## src/rtl/parity_serial_tx.sv

```systemverilog
// Serialiser for a byte plus parity: start, 8 data bits LSB-first, parity, stop.
// Each bit is held for CLKS_PER_BIT cycles; one word is accepted per frame in idle.
module parity_serial_tx #(
  parameter int unsigned CLKS_PER_BIT = 4,
  parameter bit          ODD_PARITY   = 1'b0
) (
  input  logic       clk,
  input  logic       rst,
  input  logic [7:0] din,
  input  logic       par_in,
  input  logic       din_valid,
  output logic       din_ready,
  output logic       tx,
  output logic       busy,
  output logic       frame_done
);

  typedef enum logic [2:0] {
    StIdle,
    StStart,
    StData,
    StParity,
    StStop
  } state_e;

  localparam logic [15:0] ClkMax = 16'(CLKS_PER_BIT - 1);

  state_e      state_q, state_d;
  logic [15:0] clk_cnt_q, clk_cnt_d;
  logic [2:0]  bit_cnt_q, bit_cnt_d;
  logic [7:0]  sh_q, sh_d;
  logic        par_q, par_d;
  logic        bit_end;

  assign bit_end = (clk_cnt_q == ClkMax);

  always_ff @(posedge clk) begin
    if (rst) begin
      state_q   <= StIdle;
      clk_cnt_q <= 16'd0;
      bit_cnt_q <= 3'd0;
      sh_q      <= 8'd0;
      par_q     <= 1'b0;
    end else begin
      state_q   <= state_d;
      clk_cnt_q <= clk_cnt_d;
      bit_cnt_q <= bit_cnt_d;
      sh_q      <= sh_d;
      par_q     <= par_d;
    end
  end

  always_comb begin
    state_d   = state_q;
    clk_cnt_d = clk_cnt_q;
    bit_cnt_d = bit_cnt_q;
    sh_d      = sh_q;
    par_d     = par_q;

    unique case (state_q)
      StIdle: begin
        clk_cnt_d = 16'd0;
        bit_cnt_d = 3'd0;
        // Handshake only here; din_valid elsewhere is ignored, nothing queued.
        if (din_valid) begin
          sh_d    = din;
          par_d   = par_in ^ ODD_PARITY;
          state_d = StStart;
        end
      end
      StStart: begin
        if (bit_end) begin
          clk_cnt_d = 16'd0;
          bit_cnt_d = 3'd0;
          state_d   = StData;
        end else begin
          clk_cnt_d = clk_cnt_q + 16'd1;
        end
      end
      StData: begin
        if (bit_end) begin
          clk_cnt_d = 16'd0;
          sh_d      = {1'b0, sh_q[7:1]};
          if (bit_cnt_q == 3'd7) begin
            bit_cnt_d = 3'd0;
            state_d   = StParity;
          end else begin
            bit_cnt_d = bit_cnt_q + 3'd1;
          end
        end else begin
          clk_cnt_d = clk_cnt_q + 16'd1;
        end
      end
      StParity: begin
        if (bit_end) begin
          clk_cnt_d = 16'd0;
          state_d   = StStop;
        end else begin
          clk_cnt_d = clk_cnt_q + 16'd1;
        end
      end
      StStop: begin
        if (bit_end) begin
          clk_cnt_d = 16'd0;
          state_d   = StIdle;
        end else begin
          clk_cnt_d = clk_cnt_q + 16'd1;
        end
      end
      default: begin
        state_d   = StIdle;
        clk_cnt_d = 16'd0;
        bit_cnt_d = 3'd0;
      end
    endcase
  end

  // Outputs decode registered state only, so no input reaches an output combinationally.
  always_comb begin
    tx         = 1'b1;
    busy       = 1'b1;
    din_ready  = 1'b0;
    frame_done = 1'b0;
    unique case (state_q)
      StIdle: begin
        busy      = 1'b0;
        din_ready = 1'b1;
      end
      StStart:  tx = 1'b0;
      StData:   tx = sh_q[0];
      StParity: tx = par_q;
      StStop:   frame_done = bit_end;
      default: begin
        busy      = 1'b0;
        din_ready = 1'b1;
      end
    endcase
  end

endmodule

```

## config.mk

```make
export PLATFORM = sky130hd
export DESIGN_NAME = parity_serial_tx
export DESIGN_NICKNAME = d
export VERILOG_FILES = /design/src/rtl/parity_serial_tx.sv
export SDC_FILE = /design/constraint.sdc
export NUM_CORES = 1
export LEC_CHECK = 0
export BUFFER_PORTS_ARGS = -buffer_cell sky130_fd_sc_hd__buf_2
export CORE_UTILIZATION = 45
export DETAILED_ROUTE_END_ITERATION = 16
export PLACE_DENSITY_LB_ADDON = 0.08
export SKIP_CTS_REPAIR_TIMING = 1
export SYNTH_ARGS = -nofsm -noshare
export SYNTH_HDL_FRONTEND = slang
export SYNTH_SLANG_ARGS = --single-unit
```

## constraint.sdc

```tcl
create_clock -name clk -period 2.6 [get_ports clk]
set_clock_uncertainty 0.1 [all_clocks]
set_input_delay 0.26 -clock clk [delete_from_list [all_inputs] [get_ports clk]]
set_output_delay 0.26 -clock clk [all_outputs]
set_load 0.02 [all_outputs]
```

# Word-level counts from Yosys, hierarchy flattened
# Index checks and enable logic that the tools add are counted.
# op_classes
eq_ne	12
mux	17
reduce_logical	9
bitwise	2
addsub	2
# op_table
op	n
3-bit 2-to-1 mux	8
16-bit by 1-bit adder with 16-bit output, second input constant	1
16-bit by 2-bit equality test with 1-bit output, second input constant	1
8-bit 2-to-1 mux	2
8-bit case mux with 2 select lines	1
3-bit case mux with 5 select lines	1
2-bit inequality test, second input constant	6
3-bit case mux with 3 select lines	1
3-bit by 2-bit equality test with 1-bit output, second input constant	2
3-bit equality test, second input constant	2
3-bit AND reduction	2
6-bit AND reduction	1
4-bit OR reduction	1
3-bit by 1-bit adder with 3-bit output, second input constant	1
3-bit by 1-bit equality test with 1-bit output, second input constant	1
3-bit zero test	1
1-bit 2-to-1 mux	3
1-bit case mux with 3 select lines	1
3-bit OR reduction	1
1-bit NOT	2
2-bit AND reduction	1
2-bit nonzero test	1
2-bit OR reduction	1
# word_totals
input_bits	12
reg_bits	31
out_inout_bits	4
elab_cells	47

# Logic depth before layout (Yosys ltp)
# Gate-level depths: netlist of the first run.
# depth
word_depth	4
ltp_mapped	6
ltp_nobuf	5

# Least setup slack after synthesis of the first run
# OpenSTA, ideal clock, no wires.
# synth_timing
path_type	reg-to-reg
start	register state_q[1]
end	register bit_cnt_q[1]
slack_ns	0.703
n_path_buf	1
stages_incl_launch_ff	7
arrival_time_ns	1.738
setup_ns	0.059
period_less_slack_ns	1.897
t_required_ns	2.441
path_cell_list	dfxtp_1 -> buf_4 -> o21a_1 -> nor2_1 -> inv_1 -> a311oi_1 -> a22o_1
# synth_via
elab_chain_len	4
word_cells_on_any_way	10
cone_classes	eq/ne: 6; mux: 1; bitwise: 1; reduce/logical: 2
# synth_rtl
element	line	text
start: declaration	28	state_e state_q, state_d;
start signal: assignment	39	state_q <= StIdle;
start signal: assignment	45	state_q <= state_d;
3-bit equality test or 3-bit by 2-bit equality test with 1-bit output (tied branches)	60	unique case (state_q)
2-bit OR reduction (no source line)	--	
1-bit NOT (no source line)	--	
3-bit AND reduction (no source line)	--	
end signal: assignment	47	bit_cnt_q <= bit_cnt_d;
end: declaration	30	logic [2:0] bit_cnt_q, bit_cnt_d;
# Several ways; a longest one is shown, not always the timed one.
# A chain may end at the register's enable or synchronous reset.

# Final worst setup path of the first run
# layout_timing
start	register clk_cnt_q[0]
end	output frame_done
# layout_via
elab_chain_len	2
# layout_rtl
element	line	text
start: declaration	29	logic [15:0] clk_cnt_q, clk_cnt_d;
start signal: assignment	46	clk_cnt_q <= clk_cnt_d;
16-bit by 2-bit equality test with 1-bit output	35	assign bit_end = (clk_cnt_q == ClkMax);
1-bit 2-to-1 mux	124	unique case (state_q)
end: declaration	15	output logic frame_done
# No other way between the ends.

==> results of run 1 <==
==> through the flow <==
stage	area (um^2)	util	cells	setup slack (ps)	hold WS [ps]
detailed placement	1620	0.509	229	580	364
finish	1720	0.541	237	368	46.3
global placement	1620	0.509	229	670	345
global route	1720	0.541	237	186	34.3
floorplan	1560	-	178	703	296
CTS	1720	0.541	237	352	39.4
==> flip-flops by register name (all words and copies together) (netlist names) <==
signal     cells
par_q          1
state_q        3
bit_cnt_q      3
clk_cnt_q     16
sh_q           8
==> layer usage <==
metal / up-vias / wire (um) / share of wire
met5: - / 0 / 0
li1: 665 / - / -
met4: 0 / 48 / 0.016
met2: 24 / 1530 / 0.50
met1: 587 / 1350 / 0.44
met3: 5 / 153 / 0.050
==> logic make-up after synthesis <==
logic type	after synthesis	synth area share
compound gates	26	0.125
xor+xnor	14	0.0788
fa+ha+maj	3	0.0241
buf+inv	12	0.0539
flops	31	0.399
mux	1	0.00643
simple gates	91	0.313
==> worst reg2reg max path: stages, from the launching register on <==
cell and delay (ps):
dfxtp_1 380, ha_1 220, nor4b_2 250, and4_1 410
nor3_2 160, a221o_1 390
==> Yosys cell counts (2+ instances only) <==
library cell,count,area [um^2]
dfxtp_1,31,621
nand2_1,27,101
nor2_1,23,86.3
xnor2_1,13,114
nor3_1,10,50.1
a21oi_1,9,45.0
a221o_1,7,70.1
nand3_1,5,25.0
nor4_1,5,31.3
buf_4,4,30.0
inv_1,4,15.0
nand4_1,4,25.0
buf_6,3,33.8
ha_1,3,37.5
a22o_1,2,17.5
a311oi_1,2,17.5
and3_1,2,12.5
nor4_2,2,25.0
==> worst max path at each step <==
stage / start / end / slack, ps / cells after the start
2_1_floorplan: state_q[1] / bit_cnt_q[1] / 700 / 6
3_3_place_gp: clk_cnt_q[0] / sh_q[5] / 670 / 5
3_5_place_dp: clk_cnt_q[0] / sh_q[0] / 580 / 5
4_1_cts: clk_cnt_q[0] / frame_done / 350 / 5
5_1_grt: clk_cnt_q[0] / frame_done / 190 / 5
6_report: clk_cnt_q[0] / frame_done / 370 / 5
==> layout make-up <==
| type | instances | share of cell area |
|---|---|---|
| Multi-Input combinational cell | 135 | 0.496 |
| Sequential cell | 31 | 0.361 |
| Timing Repair Buffer | 15 | 0.0437 |
| Clock inverter | 2 | 0.0349 |
| Tap cell | 44 | 0.0320 |
| Clock buffer | 6 | 0.0240 |
| Inverter | 4 | 0.00873 |
==> power by group through the flow <==
stage               registers, W  logic [W]  clock network (W)
floorplan               0.000511  0.0000637                  0
global placement        0.000518  0.0000708                  0
detailed placement      0.000519  0.0000731                  0
CTS                     0.000508  0.0000737           0.000478
global route            0.000511  0.0000816           0.000504
finish                  0.000509  0.0000729           0.000469
==> flow_summary.json, run 1 <==
{
  "grt_max_degree": 17,
  "area_delta_synth_final_pct": 10.5,
  "routabilityCongestion": 0.751,
  "layout_common_cells": "dfxtp_1, nand2_1, nor2_1",
  "tritoncts": "built",
  "status": "finished, final reports clean",
  "htreeDepth": 2,
  "path_class": "reg2out",
  "ff_latch_area_um2": 621,
  "switching_share": 0.215,
  "fmax_ghz": 0.448,
  "worstPathArrival_ps": 1870,
  "fp.dieH_um": 60.8,
  "hpwl_mm": 2.21,
  "worst_pin_slew_ps": 559,
  "r2r_end": "sh_q[1]",
  "wl_per_cell_um": 13.0,
  "r2r-start": "clk_cnt_q[0]",
  "busiest_layer": "met2",
  "p_comb_frac": 0.069,
  "p_per_area_nw_per_um2": 611,
  "numCtsBuffers": 5,
  "synthesis.nets": 193,
  "final_common_cell": "dfxtp_1",
  "switchingPower_w": 0.000225,
  "cts_buffer_depth": 2,
  "start_kind": "register",
  "final-hold-violation-count": 0,
  "drt_iter0_markers": 89,
  "yosysWarnings": 0,
  "rrSetupSlack_ps": 610,
  "p_int_w": 0.000825,
  "met2_usage": 0.331,
  "insertion_delay_ps": 340,
  "grt_pass1_vias": 1202,
  "drtAntennaViolNets": 0,
  "met3_usage": 0.0704,
  "synthArstFlopShare": 0,
  "worst_hold_startpoint": "par_in",
  "fillers": 317,
  "drt-total-wl_mm": 3.09,
  "path_delay_family": "simple AND/OR/NAND/NOR gates",
  "vias": 1281,
  "grt_pass1_wl_mm": 5.24,
  "endpoint_kind": "output pin",
  "hold_path_class": "in2reg",
  "cts_root_buf": "clkbuf_4",
  "synthCells": 178,
  "ys.flop_type": "dfxtp_1",
  "finalMaxSlewViolations": 0,
  "whs_endpoint": "par_q",
  "cp.buffers_inverters": 1,
  "clk_pin_slew_ps": 100,
  "syn_avg_cell_area_um2": 8.74,
  "rsz0062_at_grt": "false",
  "rows": 20,
  "min_period_over_period": 0.859,
  "whs_path_depth": 3,
  "ys_seq_area_frac": 0.399,
  "crit_fanout": 6,
  "clock-sinks": 31,
  "grt_usage": 0.197,
  "slew_headroom": 0.626,
  "crit_chain": "ha_1 -> nor4b_2 -> nand4_1 -> nor2_1 -> buf_2",
  "dr.pass1.iters": 4,
  "ioPinCount": 16,
  "synth_edf_count": 0,
  "fin_total_pwr_w": 0.00105,
  "overflow": 0,
  "cpPeakStageDelay_ps": 380,
  "reg2reg_depth": 5,
  "multi_input_area_um2": 852,
  "yosysUniqueCellTypes": 40,
  "insertedDiodeCount": 0,
  "crit_path_top_delay_cell": "dfxtp_1",
  "die_area_um2": 3700,
  "use_met1": 0.232,
  "io_buffers": 15,
  "die_w_um": 60.8,
  "routed_via_density": 5.41,
  "clkPwrFrac": 0.447,
  "finalSetupViolations": 0,
  "setup_tns_ps": 0,
  "critPathRequiredTime_ps": 2240,
  "start_util": 0.490,
  "core_area_um2": 3180,
  "vdd_drop_max_mv": 0.461,
  "p_seq_frac": 0.484,
  "cap_violations": 0,
  "finalCriticalPeriod_ps": 2230,
  "syn-cell-area_um2": 1560,
  "remaining_drc_errors": 0,
  "layout-drive-gt1-share": 0.155,
  "leakagePower_nw": 0.589,
  "ys_ff_latch": 31,
  "num-nets-final": 207,
  "antenna_found_initial": 0
}
Note: power is estimated with default switching activity, not from simulation.
==> run 2: changes to the inputs <==
--- a/config.mk
+++ b/config.mk
@@ -5,10 +5,13 @@
 export SDC_FILE = /design/constraint.sdc
 export NUM_CORES = 1
 export LEC_CHECK = 0
+export ABC_AREA = 1
 export BUFFER_PORTS_ARGS = -buffer_cell sky130_fd_sc_hd__buf_2
-export CORE_UTILIZATION = 45
+export CELL_PAD_IN_SITES_DETAIL_PLACEMENT = 1
+export CELL_PAD_IN_SITES_GLOBAL_PLACEMENT = 2
+export CORE_UTILIZATION = 35
 export DETAILED_ROUTE_END_ITERATION = 16
-export PLACE_DENSITY_LB_ADDON = 0.08
+export PLACE_DENSITY = 0.81
 export SKIP_CTS_REPAIR_TIMING = 1
 export SYNTH_ARGS = -nofsm -noshare
 export SYNTH_HDL_FRONTEND = slang
==> run 2 against run 1 <==
Against the previous run: sequential share of layout area is 2.8 points lower; clock power is 22% lower; flip-flop and latch count stayed put; cell area is 8.5% higher; clock-buffer cell count is 1 higher; register-to-register slack better by 320 ps; global-route usage is 3.2 points lower; critical path type unchanged.
==> flow_summary.json, run 2 <==
{
  "final_common_cell": "nand2_1",
  "fin_area_um2": 1870,
  "busiest_layer": "met2",
  "clk_pin_slew_ps": 70,
  "synth_top_cells_by_count": "nand2_1, nor2_1, dfxtp_1",
  "critPathRequiredTime_ps": 2240,
  "core_area_um2": 4440,
  "clock-sinks": 31,
  "hold_path_class": "in2reg",
  "yosysWarnings": 0,
  "synthTopCellsByArea": "dfxtp_1, nand2_1, nor2_1, inv_1, o21ai_0",
  "dr.pass1.iters": 4,
  "vias": 1432,
  "insertion_delay_ps": 280,
  "area_delta_synth_final_pct": 13.0,
  "ioPinCount": 16,
  "cts_buffer_depth": 2,
  "routed_via_density": 4.71,
  "layout-drive-gt1-share": 0.202,
  "routabilityCongestion": 0.679,
  "numCtsBuffers": 5,
  "fmax_ghz": 0.503,
  "place_area_um2": 1780,
  "wl_per_cell_um": 12.1,
  "start_kind": "register",
  "synthCells": 230,
  "setup_tns_ps": 0,
  "io_buffers": 15,
  "syn-cell-area_um2": 1650,
  "ys_ff_latch": 31,
  "min_period_over_period": 0.765,
  "fin_cells": 304,
  "hpwl_mm": 2.69,
  "slew_headroom": 0.803,
  "fp.dieH_um": 70.7,
  "synthesis.nets": 245,
  "leakagePower_nw": 0.815,
  "largest_register": "clk_cnt_q",
  "synth_top_area_share": 0.376,
  "overflow": 0,
  "finalSetupViolations": 0,
  "cap_violations": 0,
  "r2r-start": "clk_cnt_q[0]",
  "startpoint": "clk_cnt_q[0]",
  "largest_register_ff_count": 16,
  "remaining_drc_errors": 0,
  "die_w_um": 70.7,
  "grt_pass1_vias": 1437,
  "drt-total-wl_mm": 3.69,
  "synth.largest_area_cell": "dfxtp_1",
  "layout_common_cells": "nand2_1, nor2_1, dfxtp_1",
  "rsz0062_at_grt": "false",
  "final-hold-violation-count": 0,
  "start_util": 0.372,
  "hold_slack_ps": 173,
  "finalMaxSlewViolations": 0,
  "status": "finished, final reports clean",
  "p_per_area_nw_per_um2": 1020,
  "path_class": "reg2out",
  "top_regs": "clk_cnt_q (16), sh_q (8)",
  "die_area_um2": 5000,
  "insertedDiodeCount": 0,
  "drt_iter0_markers": 59,
  "grt_max_degree": 17,
  "use_met1": 0.223,
  "finalCriticalPeriod_ps": 1990,
  "fin_util": 0.420,
  "ys_seq_area_frac": 0.376,
  "htreeDepth": 2,
  "tritoncts": "built",
  "worst_pin_slew_ps": 294,
  "worstPathArrival_ps": 1630,
  "syn_avg_cell_area_um2": 7.18,
  "cts_root_buf": "clkbuf_8",
  "met2_usage": 0.254,
  "grt_usage": 0.164,
  "num-nets-final": 266,
  "endpoint_kind": "output pin",
  "antenna_found_initial": 0,
  "ys.flop_type": "dfxtp_1",
  "worst_hold_startpoint": "par_in",
  "synth_edf_count": 0,
  "rows": 24,
  "yosys.cell_count.top_type": "nand2_1",
  "dp.cells": 296,
  "grt_pass1_wl_mm": 6.49,
  "synthArstFlopShare": 0,
  "crit_fanout": 3,
  "met3_usage": 0.0342,
  "yosysUniqueCellTypes": 33,
  "vdd_drop_max_mv": 0.395,
  "drtAntennaViolNets": 0
}
-- run 2: stage by stage --
stage / setup WS, ps / total power, W
after floorplan: 977 / 0.00135
after global placement: 954 / 0.00155
after detailed placement: 888 / 0.00155
after CTS: 578 / 0.00193
after global routing: 473 / 0.00208
final: 612 / 0.00189
-- run 2: final cells by class --
class / count / area (um^2)
repair buffers: 16 / 82.6
clock buffers: 7 / 76.3
flip-flops and latches: 31 / 621
inverters: 26 / 100
fillers: 577 / 2580
multi-input cells: 171 / 916
clock inverters: 1 / 5.00
well taps: 52 / 65.1
-- run 2: kinds of logic after synthesis --
family / share of synthesized area
fa+ha+maj: 0.0227
simple gates: 0.423
xor+xnor: 0.0265
flops: 0.376
compound gates: 0.0826
buf+inv: 0.0697
-- run 2: path summary, 6_finish.rpt --
| kind | endpoint | slack, ps | depth (start not counted) |
|---|---|---|---|
| min | par_q | 170 | 3 |
| min reg2reg | par_q | 360 | 2 |
| max reg2reg | sh_q[0] | 930 | 10 |
| max | frame_done | 610 | 8 |
-- run 2: per-layer routing --
layer,routed length [um],vias up
met3,67,5
met4,46,0
li1,-,764
met2,1660,11
met5,0,-
met1,1910,652
-- run 2: power breakdown --
part | leakage (nW) | switching, W | internal (W) | total (W)
Sequential | 0.253 | 0.0000752 | 0.000575 | 0.000650
Clock | 0.0422 | 0.000180 | 0.000188 | 0.000368
Combinational | 0.519 | 0.000590 | 0.000287 | 0.000876
-- run 2: critical path, cell delays in order (launching register included) --
cell and delay [ps]:
dfxtp_1 370, ha_1 180, inv_1 60, nor2_2 100, nand2_1 100, nor2_4 150, nand2_2 110, nor2_1 110
buf_2 170
==> run 3: changes to the inputs <==
--- a/config.mk
+++ b/config.mk
@@ -9,9 +9,9 @@
 export BUFFER_PORTS_ARGS = -buffer_cell sky130_fd_sc_hd__buf_2
 export CELL_PAD_IN_SITES_DETAIL_PLACEMENT = 1
 export CELL_PAD_IN_SITES_GLOBAL_PLACEMENT = 2
-export CORE_UTILIZATION = 35
+export CORE_UTILIZATION = 30
 export DETAILED_ROUTE_END_ITERATION = 16
-export PLACE_DENSITY = 0.81
+export PLACE_DENSITY = 0.74
 export SKIP_CTS_REPAIR_TIMING = 1
 export SYNTH_ARGS = -nofsm -noshare
 export SYNTH_HDL_FRONTEND = slang
==> constraint.sdc (replaced) <==
create_clock -name clk -period 1.71 [get_ports clk]
set_clock_uncertainty 0.1 [all_clocks]
set_input_delay 0.171 -clock clk [delete_from_list [all_inputs] [get_ports clk]]
set_output_delay 0.171 -clock clk [all_outputs]
set_load 0.02 [all_outputs]
==> run 3 against run 2 <==
Against the previous run: the flow now finishes with violations (negative setup slack); routed wire length up 6.4%; flip-flop and latch count unchanged; cell area up 9.3%; worst setup slack worse by 660 ps; final cell count up 8.2%; die area up 16%; critical endpoint unchanged; clock power up 61%; global-route usage down 2.4 points; via count up 4.5%; combinational power up 79%.
==> flow_summary.json, run 3 (same netlist as run 2, synthesis figures left out) <==
{
  "fillers": 663,
  "grt_pass1_wl_mm": 6.51,
  "min_period_over_period": 1.03,
  "endpoint_kind": "output pin",
  "fmax_ghz": 0.569,
  "insertedDiodeCount": 0,
  "cts_root_buf": "clkbuf_8",
  "finalMaxSlewViolations": 0,
  "remaining_drc_errors": 0,
  "crit_path_top_delay_cell": "dfxtp_4",
  "crit_top_cell": "nor2_4",
  "area_delta_synth_final_pct": 23.4,
  "start_util": 0.317,
  "whs_path_depth": 3,
  "layout_common_cells": "nand2_1, nor2_1, dfxtp_1",
  "start_kind": "register",
  "overflow": 0,
  "hold_path_class": "in2reg",
  "violations": "negative setup slack",
  "numCtsBuffers": 5,
  "vdd_drop_max_mv": 0.651,
  "path_class": "reg2out",
  "fp.dieH_um": 76.2,
  "core_area_um2": 5200,
  "layout-drive-gt1-share": 0.286,
  "path_delay_family": "simple AND/OR/NAND/NOR gates",
  "cpPeakStageDelay_ps": 370,
  "final_common_cell": "nand2_1",
  "hpwl_mm": 2.67,
  "drt_iter0_markers": 45,
  "insertion_delay_ps": 280,
  "die_area_um2": 5810,
  "wl_per_cell_um": 11.9,
  "drt-total-wl_mm": 3.92,
  "vias": 1496,
  "num-nets-final": 274,
  "final-hold-violation-count": 0,
  "worst_hold_startpoint": "par_in",
  "drtAntennaViolNets": 0,
  "status": "complete, but fails checks",
  "rows": 26,
  "routed_via_density": 4.55,
  "clock-sinks": 31,
  "p_per_area_nw_per_um2": 1560,
  "grt_max_degree": 17,
  "ioPinCount": 16,
  "crit_fanout": 3,
  "hold_slack_ps": 95.0,
  "grt_usage": 0.141,
  "r2r-start": "clk_cnt_q[0]",
  "htreeDepth": 2,
  "rrSetupSlack_ps": 60,
  "finalSetupViolations": 1,
  "rsz0062_at_grt": "true",
  "grt_pass1_vias": 1433,
  "whs_endpoint": "par_q",
  "crit_chain": "ha_4 -> inv_2 -> nor2_4 -> nand2_2 -> nor2_4 -> nand2_4 -> nor2_4 -> buf_6",
  "fin_util": 0.392,
  "r2r_end": "state_q[1]",
  "finalCriticalPeriod_ps": 1760,
  "io_buffers": 15,
  "routabilityCongestion": 0.680,
  "dr.pass1.iters": 4,
  "cap_violations": 0,
  "die_w_um": 76.2,
  "worst_pin_slew_ps": 247,
  "slew_headroom": 0.835,
  "reg2reg_depth": 12,
  "clk_pin_slew_ps": 70,
  "antenna_found_initial": 0,
  "critPathRequiredTime_ps": 1440,
  "top_regs": "clk_cnt_q (16), sh_q (8)",
  "largest_register_ff_count": 16,
  "cp.buffers_inverters": 2,
  "final.setup.worst_slack_ps": -47.9,
  "cts_buffer_depth": 2,
  "worstPathArrival_ps": 1490,
  "tritoncts": "built",
  "largest_register": "clk_cnt_q",
  "leakagePower_nw": 0.857
}
-- run 3: cell count changes in the layout (fill, tap and decap cells not counted), sizes merged --
cell,previous run,this run
buf,16,23
clkbuf,7,6
nand3,13,14
-- run 3: worst reg2reg max path, delay by kind of cell (launching register included) --
family                     cells  cell delay [ps]
adders and majority gates      1              130
DFF                            1              370
buffers and inverters          2              200
and+or+nand+nor                9              780
-- run 3: report_power, final --
group	internal (W)	switching (W)
Combinational	0.000554	0.00102
Sequential	0.000887	0.000129
Clock	0.000316	0.000276
Total	0.00176	0.00142
-- run 3: per-layer routing --
metal / vias up / share of wire / global-route usage
li1: 783 / - / -
met1: 694 / 0.50 / 0.185
met2: 14 / 0.45 / 0.218
met3: 5 / 0.029 / 0.0335
met4: 0 / 0.016 / 0.0635
met5: - / 0 / 0
-- run 3: worst max-delay path by stage --
stage,cells past startpoint,end,startpoint
after global routing,8,frame_done,clk_cnt_q[0]
after global placement,10,state_q[1],clk_cnt_q[0]
after CTS,8,frame_done,clk_cnt_q[0]
final,8,frame_done,clk_cnt_q[0]
after detailed placement,10,sh_q[4],clk_cnt_q[0]
after floorplan,7,frame_done,clk_cnt_q[0]
-- run 3: layout make-up --
class	count	area [um^2]	share of cell area
inverter	26	100	0.0491
clock inverter	1	5.00	0.00246
clock buffer	6	82.6	0.0405
multi-input combinational	172	993	0.487
timing repair buffer	23	141	0.0694
sequential	31	628	0.308
tap	70	87.6	0.0430
-- run 3: per-stage QoR --
step	area [um^2]	setup TNS (ps)	total power (W)	worst slack [ps]	instances
2_1_floorplan	1650	0	0.00205	176	230
3_3_place_gp	1810	0	0.00239	133	315
3_5_place_dp	1810	0	0.00239	87.4	315
4_1_cts	1900	-174	0.00299	-174	322
5_1_grt	2040	-324	0.00346	-124	329
6_report	2040	-47.9	0.00318	-47.9	329
